File: config.mk
export PLATFORM = sky130hd
export DESIGN_NAME = bpsk_modulator
export DESIGN_NICKNAME = d
export VERILOG_FILES = /design/src/rtl/bpsk_modulator.sv
export SDC_FILE = /design/constraint.sdc
export NUM_CORES = 1
export LEC_CHECK = 0
export CAP_MARGIN = 15
export CORE_MARGIN = 2
export CORE_UTILIZATION = 56
export DETAILED_ROUTE_END_ITERATION = 10
export PLACE_DENSITY = 0.8
export RECOVER_POWER = 25
export SYNTH_ARGS = -nofsm -noshare
export SYNTH_HDL_FRONTEND = slang
export SYNTH_SLANG_ARGS = --single-unit
File: constraint.sdc
create_clock -name clk -period 2.62 [get_ports clk]
set_input_delay 0.524 -clock clk [delete_from_list [all_inputs] [get_ports clk]]
set_output_delay 0.524 -clock clk [all_outputs]
set_load 0.02 [all_outputs]
File: src/rtl/bpsk_modulator.sv
// -----------------------------------------------------------------------------
// bpsk_modulator
//
// Turns a serial bit stream into a BPSK-modulated sine carrier. The block paces
// an external parallel-to-serial converter. It pulses `load` to fetch a word and
// `shift` to advance to the next bit. It reads the current bit on `serial_in`
// once per bit period. Each bit spans SAMPLES_PER_BIT output samples, and one
// sample is produced every SAMPLE_DIV clock cycles. The carrier is a 16-entry
// sine table. A '1' bit sends the table as is; a '0' bit sends it negated,
// which is a 180-degree phase flip.
//
// Parameters
//   BITS_PER_WORD    bits per serialiser word
//   SAMPLES_PER_BIT  output samples per bit (multiple of 16)
//   SAMPLE_DIV       clock cycles per output sample (>= 2)
//   OUT_WIDTH        signed output sample width
//
// Ports
//   clk           in   sole clock, rising edge
//   reset_n       in   asynchronous active-low reset
//   start         in   begin transmission (looked at only while idle)
//   stop          in   end transmission once the current word is complete
//   serial_in     in   current bit from the serialiser
//   load          out  one-cycle pulse: serialiser captures its next word
//   shift         out  one-cycle pulse: serialiser advances one bit
//   sample        out  signed carrier sample
//   sample_valid  out  one-cycle pulse per new sample
//   word_done     out  one-cycle pulse with the last sample of a word
//   busy          out  high whenever the block is not idle
// -----------------------------------------------------------------------------
module bpsk_modulator #(
  parameter int BITS_PER_WORD   = 32,
  parameter int SAMPLES_PER_BIT = 32,
  parameter int SAMPLE_DIV      = 4,
  parameter int OUT_WIDTH       = 12
) (
  input  logic                        clk,
  input  logic                        reset_n,
  input  logic                        start,
  input  logic                        stop,
  input  logic                        serial_in,
  output logic                        load,
  output logic                        shift,
  output logic signed [OUT_WIDTH-1:0] sample,
  output logic                        sample_valid,
  output logic                        word_done,
  output logic                        busy
);

  localparam int DIV_W = (SAMPLE_DIV > 1) ? $clog2(SAMPLE_DIV) : 1;
  localparam int SMP_W = (SAMPLES_PER_BIT > 1) ? $clog2(SAMPLES_PER_BIT) : 1;
  localparam int BIT_W = (BITS_PER_WORD > 1) ? $clog2(BITS_PER_WORD) : 1;

  localparam logic [DIV_W-1:0] DIV_LAST = DIV_W'(SAMPLE_DIV - 1);
  localparam logic [SMP_W-1:0] SMP_LAST = SMP_W'(SAMPLES_PER_BIT - 1);
  localparam logic [BIT_W-1:0] BIT_LAST = BIT_W'(BITS_PER_WORD - 1);

  // The quarter-wave sine values sin(k*pi/8), k = 1..3, are held as integers
  // scaled by 2^30. Each table entry is round(AMP * sin) in fixed point. The
  // scale is fine enough that the rounding is exact for any practical
  // OUT_WIDTH. The fourth point is sin(pi/2) = 1, which is AMP itself.
  localparam longint AMP        = (longint'(1) <<< (OUT_WIDTH - 1)) - 1;
  localparam longint ROUND_HALF = longint'(1) <<< 29;
  localparam longint SIN_1      = longint'(410903207);
  localparam longint SIN_2      = longint'(759250125);
  localparam longint SIN_3      = longint'(992008094);

  localparam logic signed [OUT_WIDTH-1:0] LEVEL_1 = OUT_WIDTH'((AMP * SIN_1 + ROUND_HALF) >>> 30);
  localparam logic signed [OUT_WIDTH-1:0] LEVEL_2 = OUT_WIDTH'((AMP * SIN_2 + ROUND_HALF) >>> 30);
  localparam logic signed [OUT_WIDTH-1:0] LEVEL_3 = OUT_WIDTH'((AMP * SIN_3 + ROUND_HALF) >>> 30);
  localparam logic signed [OUT_WIDTH-1:0] LEVEL_4 = OUT_WIDTH'(AMP);

  typedef enum logic [1:0] {
    IDLE,
    LOAD,
    RUN
  } state_t;

  state_t                        state;
  state_t                        next_state;

  logic [DIV_W-1:0]              div_cnt;
  logic [SMP_W-1:0]              sample_cnt;
  logic [BIT_W-1:0]              bit_cnt;
  logic                          cur_bit;
  logic                          stop_latch;
  logic                          finishing;

  logic                          tick;
  logic                          last_sample;
  logic                          last_bit;
  logic                          word_end;
  logic                          stop_pending;
  logic                          bit_now;
  logic signed [OUT_WIDTH-1:0]   carrier_value;
  logic signed [OUT_WIDTH-1:0]   tx_value;

  // One full carrier period is 16 points. The first half (k = 0..7) is the
  // positive lobe, mirrored around k = 4. The second half is the same lobe
  // negated. Negation cannot overflow because every magnitude is <= AMP.
  function automatic logic signed [OUT_WIDTH-1:0] carrier(input logic [3:0] k);
    logic signed [OUT_WIDTH-1:0] mag;
    case (k[2:0])
      3'd1, 3'd7: mag = LEVEL_1;
      3'd2, 3'd6: mag = LEVEL_2;
      3'd3, 3'd5: mag = LEVEL_3;
      3'd4:       mag = LEVEL_4;
      default:    mag = '0;
    endcase
    return k[3] ? -mag : mag;
  endfunction

  assign busy = (state != IDLE);

  // State register.
  always_ff @(posedge clk or negedge reset_n) begin
    if (!reset_n) begin
      state <= IDLE;
    end else begin
      state <= next_state;
    end
  end

  // Next-state logic and per-cycle decode. `finishing` marks the single cycle
  // after the final word_done sample. That sample is still presented while
  // busy is high; the block then drops to IDLE with the sample cleared.
  always_comb begin
    next_state    = state;
    tick          = 1'b0;
    last_sample   = (sample_cnt == SMP_LAST);
    last_bit      = (bit_cnt == BIT_LAST);
    stop_pending  = stop_latch | stop;
    case (state)
      IDLE: begin
        if (start) begin
          next_state = LOAD;
        end
      end
      LOAD: begin
        next_state = RUN;
      end
      RUN: begin
        if (finishing) begin
          next_state = IDLE;
        end else begin
          tick = (div_cnt == DIV_LAST);
        end
      end
      default: begin
        next_state = IDLE;
      end
    endcase
    word_end      = tick & last_sample & last_bit;
    // The first sample of a bit uses the freshly presented serial bit directly.
    bit_now       = (sample_cnt == '0) ? serial_in : cur_bit;
    carrier_value = carrier(sample_cnt[3:0]);
    tx_value      = bit_now ? carrier_value : -carrier_value;
  end

  // Datapath: the divider, sample and bit counters, bit capture, the stop
  // latch and the registered output pulses. LOAD presets the divider to its
  // last count, so the first sample appears two cycles after the load pulse.
  // Every later sample follows SAMPLE_DIV cycles after the one before it.
  always_ff @(posedge clk or negedge reset_n) begin
    if (!reset_n) begin
      div_cnt      <= '0;
      sample_cnt   <= '0;
      bit_cnt      <= '0;
      cur_bit      <= 1'b0;
      stop_latch   <= 1'b0;
      finishing    <= 1'b0;
      sample       <= '0;
      sample_valid <= 1'b0;
      load         <= 1'b0;
      shift        <= 1'b0;
      word_done    <= 1'b0;
    end else begin
      sample_valid <= 1'b0;
      load         <= 1'b0;
      shift        <= 1'b0;
      word_done    <= 1'b0;
      case (state)
        IDLE: begin
          stop_latch <= 1'b0;
          finishing  <= 1'b0;
          sample     <= '0;
          div_cnt    <= '0;
          sample_cnt <= '0;
          bit_cnt    <= '0;
          if (start) begin
            load <= 1'b1;
          end
        end
        LOAD: begin
          stop_latch <= stop_latch | stop;
          div_cnt    <= DIV_LAST;
          sample_cnt <= '0;
          bit_cnt    <= '0;
        end
        RUN: begin
          if (finishing) begin
            finishing  <= 1'b0;
            stop_latch <= 1'b0;
            sample     <= '0;
            div_cnt    <= '0;
            sample_cnt <= '0;
            bit_cnt    <= '0;
          end else begin
            stop_latch <= stop_pending;
            if (tick) begin
              div_cnt      <= '0;
              sample_valid <= 1'b1;
              sample       <= tx_value;
              cur_bit      <= bit_now;
              if (last_sample) begin
                sample_cnt <= '0;
                bit_cnt    <= last_bit ? '0 : bit_cnt + BIT_W'(1);
                if (!last_bit) begin
                  shift <= 1'b1;
                end
              end else begin
                sample_cnt <= sample_cnt + SMP_W'(1);
              end
              // At the end of a word, either fetch the next word with no gap
              // or finish up and go idle.
              if (word_end) begin
                word_done <= 1'b1;
                if (stop_pending) begin
                  finishing <= 1'b1;
                end else begin
                  load <= 1'b1;
                end
              end
            end else begin
              div_cnt <= div_cnt + DIV_W'(1);
            end
          end
        end
        default: begin
          finishing <= 1'b0;
        end
      endcase
    end
  end

endmodule
* Word level (Yosys, flattened, before mapping)
Cells that the tools add are included.
** Word-level totals
- Register bits :: 33
- Output and inout bits :: 17
** Operators by class
- $add $sub $neg :: 5
- Equal/unequal tests :: 16
- Multiplexer cells :: 49
- Bitwise operators :: 4
- Reductions and logical operators :: 15
** Operator list (number)
- 12-bit two-way mux :: 4
- 11-bit one-hot mux with 4 select lines :: 1
- 5-bit two-way mux :: 7
- 1-bit two-way mux :: 25
- 12-bit negation :: 2
- 12-bit one-hot mux with 2 select lines :: 1
- 5-bit one-hot mux with 2 select lines :: 2
- 3-bit equality test, second input constant :: 4
- 2-bit one-hot mux with 3 select lines :: 2
- 5-bit by 1-bit adder with 5-bit output, second input constant :: 2
- 5-bit equality test, second input constant :: 2
- 2-bit two-way mux :: 4
- 2-bit OR reduction :: 4
- 3-bit by 2-bit equality test with 1-bit output, second input constant :: 2
- 3-bit inequality test, second input constant :: 2
- 2-bit AND reduction :: 3
- 3-bit AND reduction :: 2
- 2-bit nonzero test :: 3
- 5-bit zero test :: 1
- 2-bit equality test, second input constant :: 2
- 2-bit inequality test, second input constant :: 2
- 1-bit one-hot mux with 2 select lines :: 2
- 3-bit by 1-bit equality test with 1-bit output, second input constant :: 1
- 1-bit one-hot mux with 3 select lines :: 1
- 7 further kinds :: 8

* Depth between registers and ports, before layout
- Depth in word-level cells :: 10
- Depth in mapped cells :: 8

* Worst setup path before layout
No wires, ideal clock.
- Path kind :: reg2reg
- Start :: reg sample_cnt[0]
- End :: reg bit_cnt[2]
- Library setup time :: 129 ps
- Arrival :: 1703 ps
- Path slack :: 788 ps
- Cell stages (with the launch flop) :: 9
- Buffers on the path :: 1
- Path through :: dfrtp_1 ha_1 buf_2 and3_1 ha_1 nand2_1 a21o_1 o21ai_0 o21ai_0
** On the way
- Word-level cells in the longest chain between the ends :: 3
** RTL lines
- start, declared :: line 83 : logic [SMP_W-1:0] sample_cnt;
- start signal, assigned :: line 222 : sample_cnt <= sample_cnt + SMP_W'(1);
- 5-bit equality test :: line 130 : last_sample = (sample_cnt == SMP_LAST);
- 3-bit inequality test (no source line)
- 3-bit AND reduction (no source line)
- end signal, assigned :: line 217 : bit_cnt <= last_bit ? '0 : bit_cnt + BIT_W'(1);
- end, declared :: line 84 : logic [BIT_W-1:0] bit_cnt;
Every way passes these cells.
A chain may end at the register's enable or synchronous reset.

* Worst setup path after layout
- Start :: reg state[0]
- End :: out busy
** On the way
- Word-level cells in the longest chain between the ends :: 1
** RTL lines
- start, declared :: line 79 : state_t state;
- start signal, assigned :: line 120 : state <= next_state;
- 2-bit nonzero test :: line 113 : assign busy = (state != IDLE);
- end, declared :: line 47 : output logic busy
Every way passes these cells.

==> results.cfg <==
[layout]
final_cell_mix = dfrtp_1 (33), nand2_1 (24), clkdlybuf4s50_1 (21)
final_common_cell = dfrtp_1
drive_gt1_frac = 0.0800
area_delta_synth_final_pct = 16.8
finalNetCount = 241
fillCellCount = 265
diodes = 0
final_cells = 271

[detailed_routing]
drc = 0
drt_iter0_drc = 108
drt-wirelength-per-cell_um = 15.9
firstDrtPassIters = 4
ant_nets = 0
via_count = 1594
drt-total-wl_um = 4300
viasPerCell = 5.88

[setup_path]
worst-setup-path-type = reg -> out
reg2reg_to = sample[5]
reg2reg_depth = 7
critPathArrivalTime_ps = 1800
start_kind = flip-flop
critPathCaptureType = output port
worstPathRequired_ps = 2100
reg2reg_from = sample_cnt[0]
r2r_slack_ps = 380
path_max_fanout = 4

[logic_synthesis]
yosys.area_share.simple = 0.192
synthesis.nets = 221
avgSynthCellArea_um2 = 9.50
yosysUniqueCellTypes = 45
async_reset_ff_frac = 1.00
synth_seq_cells = 33
synth_xor_area_frac = 0.0316
syn_area_mm2 = 0.00194
synth_fa_ha_area_frac = 0.0775
ys_seq_area_frac = 0.426
synth.area.mux_share = 0.0342
synth_edf_count = 0
synth_cells = 204
yosysWarnings = 0
synth-compound-area-share = 0.190
synth_top_family_by_area = simple AND/OR/NAND/NOR gates
ys.flop_type = dfrtp_1

[place]
io_buffer_count = 21
place.gp.congestion = 0.845
placed_cells = 263
dpl.hpwl_um = 3070

[timing]
fin_tns_setup_ps = 0
rsz0062_at_grt = no
relSlewSlack = -0.162
hold_ws_ps = 486
worst_pin_slew_ps = 1740
finalCritPeriodShare = 0.885
drv_slew = 34
clock_skew_ps = 16.1
finalSetupViolCount = 0
hold_viol = 0
max_freq_mhz = 431
fin_crit_ps = 2320

[global_routing]
top_usage_layer = met2
grt_overflow = 0
grt_use_met3 = 0.0505
grt_pass1_vias = 1604
gr-usage-met2 = 0.445
antenna_found_initial = 0
grt_max_degree = 34
grt_use_total = 0.242
globalRouteMet1Util = 0.265
grt_pass1_wl_um = 7430

[clock_network]
clock_latency_ps = 340
ctsRootBufferMaster = clkbuf_4
cts.repair.resized = 0
cts_buffers = 5
ctsLongestPathBuffers = 2
holdBufCountCts = 0
cts_tree = built
cts.clk_slew.worst_paths_ps = 110
cts_setup_buffers = 0
numClockSinks = 33
cts_max_level = 2

[power_and_ir_drop]
vdd_drop_max_mv = 0.761
p_per_area_mw_per_mm2 = 864
leakagePower_nw = 1.05

[die]
io_pins = 22
die_h_um = 62.8
dieArea_mm2 = 0.00395
start_util = 0.581
row_count = 21
coreArea_mm2 = 0.00334
die_w_um = 62.8

[hold_path]
worstHoldEndpoint = sample[0]
hold_depth = 1
hold_path_class = reg -> reg
hp-start = sample[0]

[run]
maxCapViolations = 1

[outcome]
violations = capacitance limit, slew limit
status = finished with violations
## synthesized netlist by cell type, drive strengths merged, types with 2 or more instances
cell type	instances	area (um2)
dfrtp	33	826
nand2	24	90.1
o21ai	16	80.1
nor2	15	66.3
ha	12	150
a21oi	11	55.1
inv	10	37.5
buf	8	46.3
nand2b	7	43.8
a22o	5	43.8
o22ai	5	31.3
a21o	4	30.0
mux2i	4	43.8
nand3	4	20.0
o211ai	4	30.0
xor2	4	35.0
and3	3	18.8
nor3	3	15.0
nor3b	3	32.5
nor4b	3	32.5
o31ai	3	22.5
xnor2	3	26.3
a311oi	2	17.5
clkbuf	2	8.75
mux2	2	22.5
nand4	2	12.5
or3	2	12.5
## layout make-up
class | instances | area (um2) | share of cell area
multi-input combinational | 151 | 1020 | 0.450
sequential | 33 | 826 | 0.365
timing repair buffer | 23 | 221 | 0.0978
clock inverter | 3 | 65.1 | 0.0287
tap | 46 | 57.6 | 0.0254
clock buffer | 5 | 37.5 | 0.0166
inverter | 10 | 37.5 | 0.0166
## worst max path at each step
stage | end | start
floorplan | bit_cnt[2] | sample_cnt[0]
global placement | sample[2] | state[0]
detailed placement | sample[2] | state[0]
CTS | busy | state[0]
global route | finishing | reset_n
finish | busy | state[0]
## flip-flops by register name, indices dropped and copies added (netlist names), 2 cells and up
| register | flops |
|---|---|
| bit_cnt | 5 |
| state | 2 |
| div_cnt | 2 |
| sample_cnt | 5 |
| sample | 12 |
## cell families (layout without fill, tap and decap cells)
group,Yosys count,in the layout
DFF,33,33
xor gates and xnor gates,7,7
AOI/OAI and AO/OA,56,56
buffers and inverters,20,41
muxes,6,6
adders and majority gates,12,12
and+or+nand+nor,70,70
## worst max-delay path: stages, from the launching register on
cell             delay (ps)
dfrtp_1                 430
inv_1                    80
ha_1                    240
inv_1                   100
clkdlybuf4s50_1         610
## report_power, final
part,switching [mW],internal (mW)
Sequential,0.0602,0.565
Clock,0.188,0.295
Combinational,0.533,0.314
## routing by layer
metal | routed length [um] | part of all wire | vias up
met5 | 0 | 0 | -
met4 | 124 | 0.029 | 0
met3 | 123 | 0.029 | 11
met2 | 2290 | 0.53 | 35
met1 | 1750 | 0.41 | 777
li1 | - | - | 771
## stage by stage
step	power, mW	area, um2	setup WS (ps)	util
after floorplan	1.28	1940	788	-
after global placement	1.43	2170	478	0.649
after detailed placement	1.47	2170	404	0.649
after CTS	1.96	2270	291	0.680
after global routing	2.10	2260	124	0.679
final	1.96	2260	301	0.679
(Power assumes the default switching activity.)
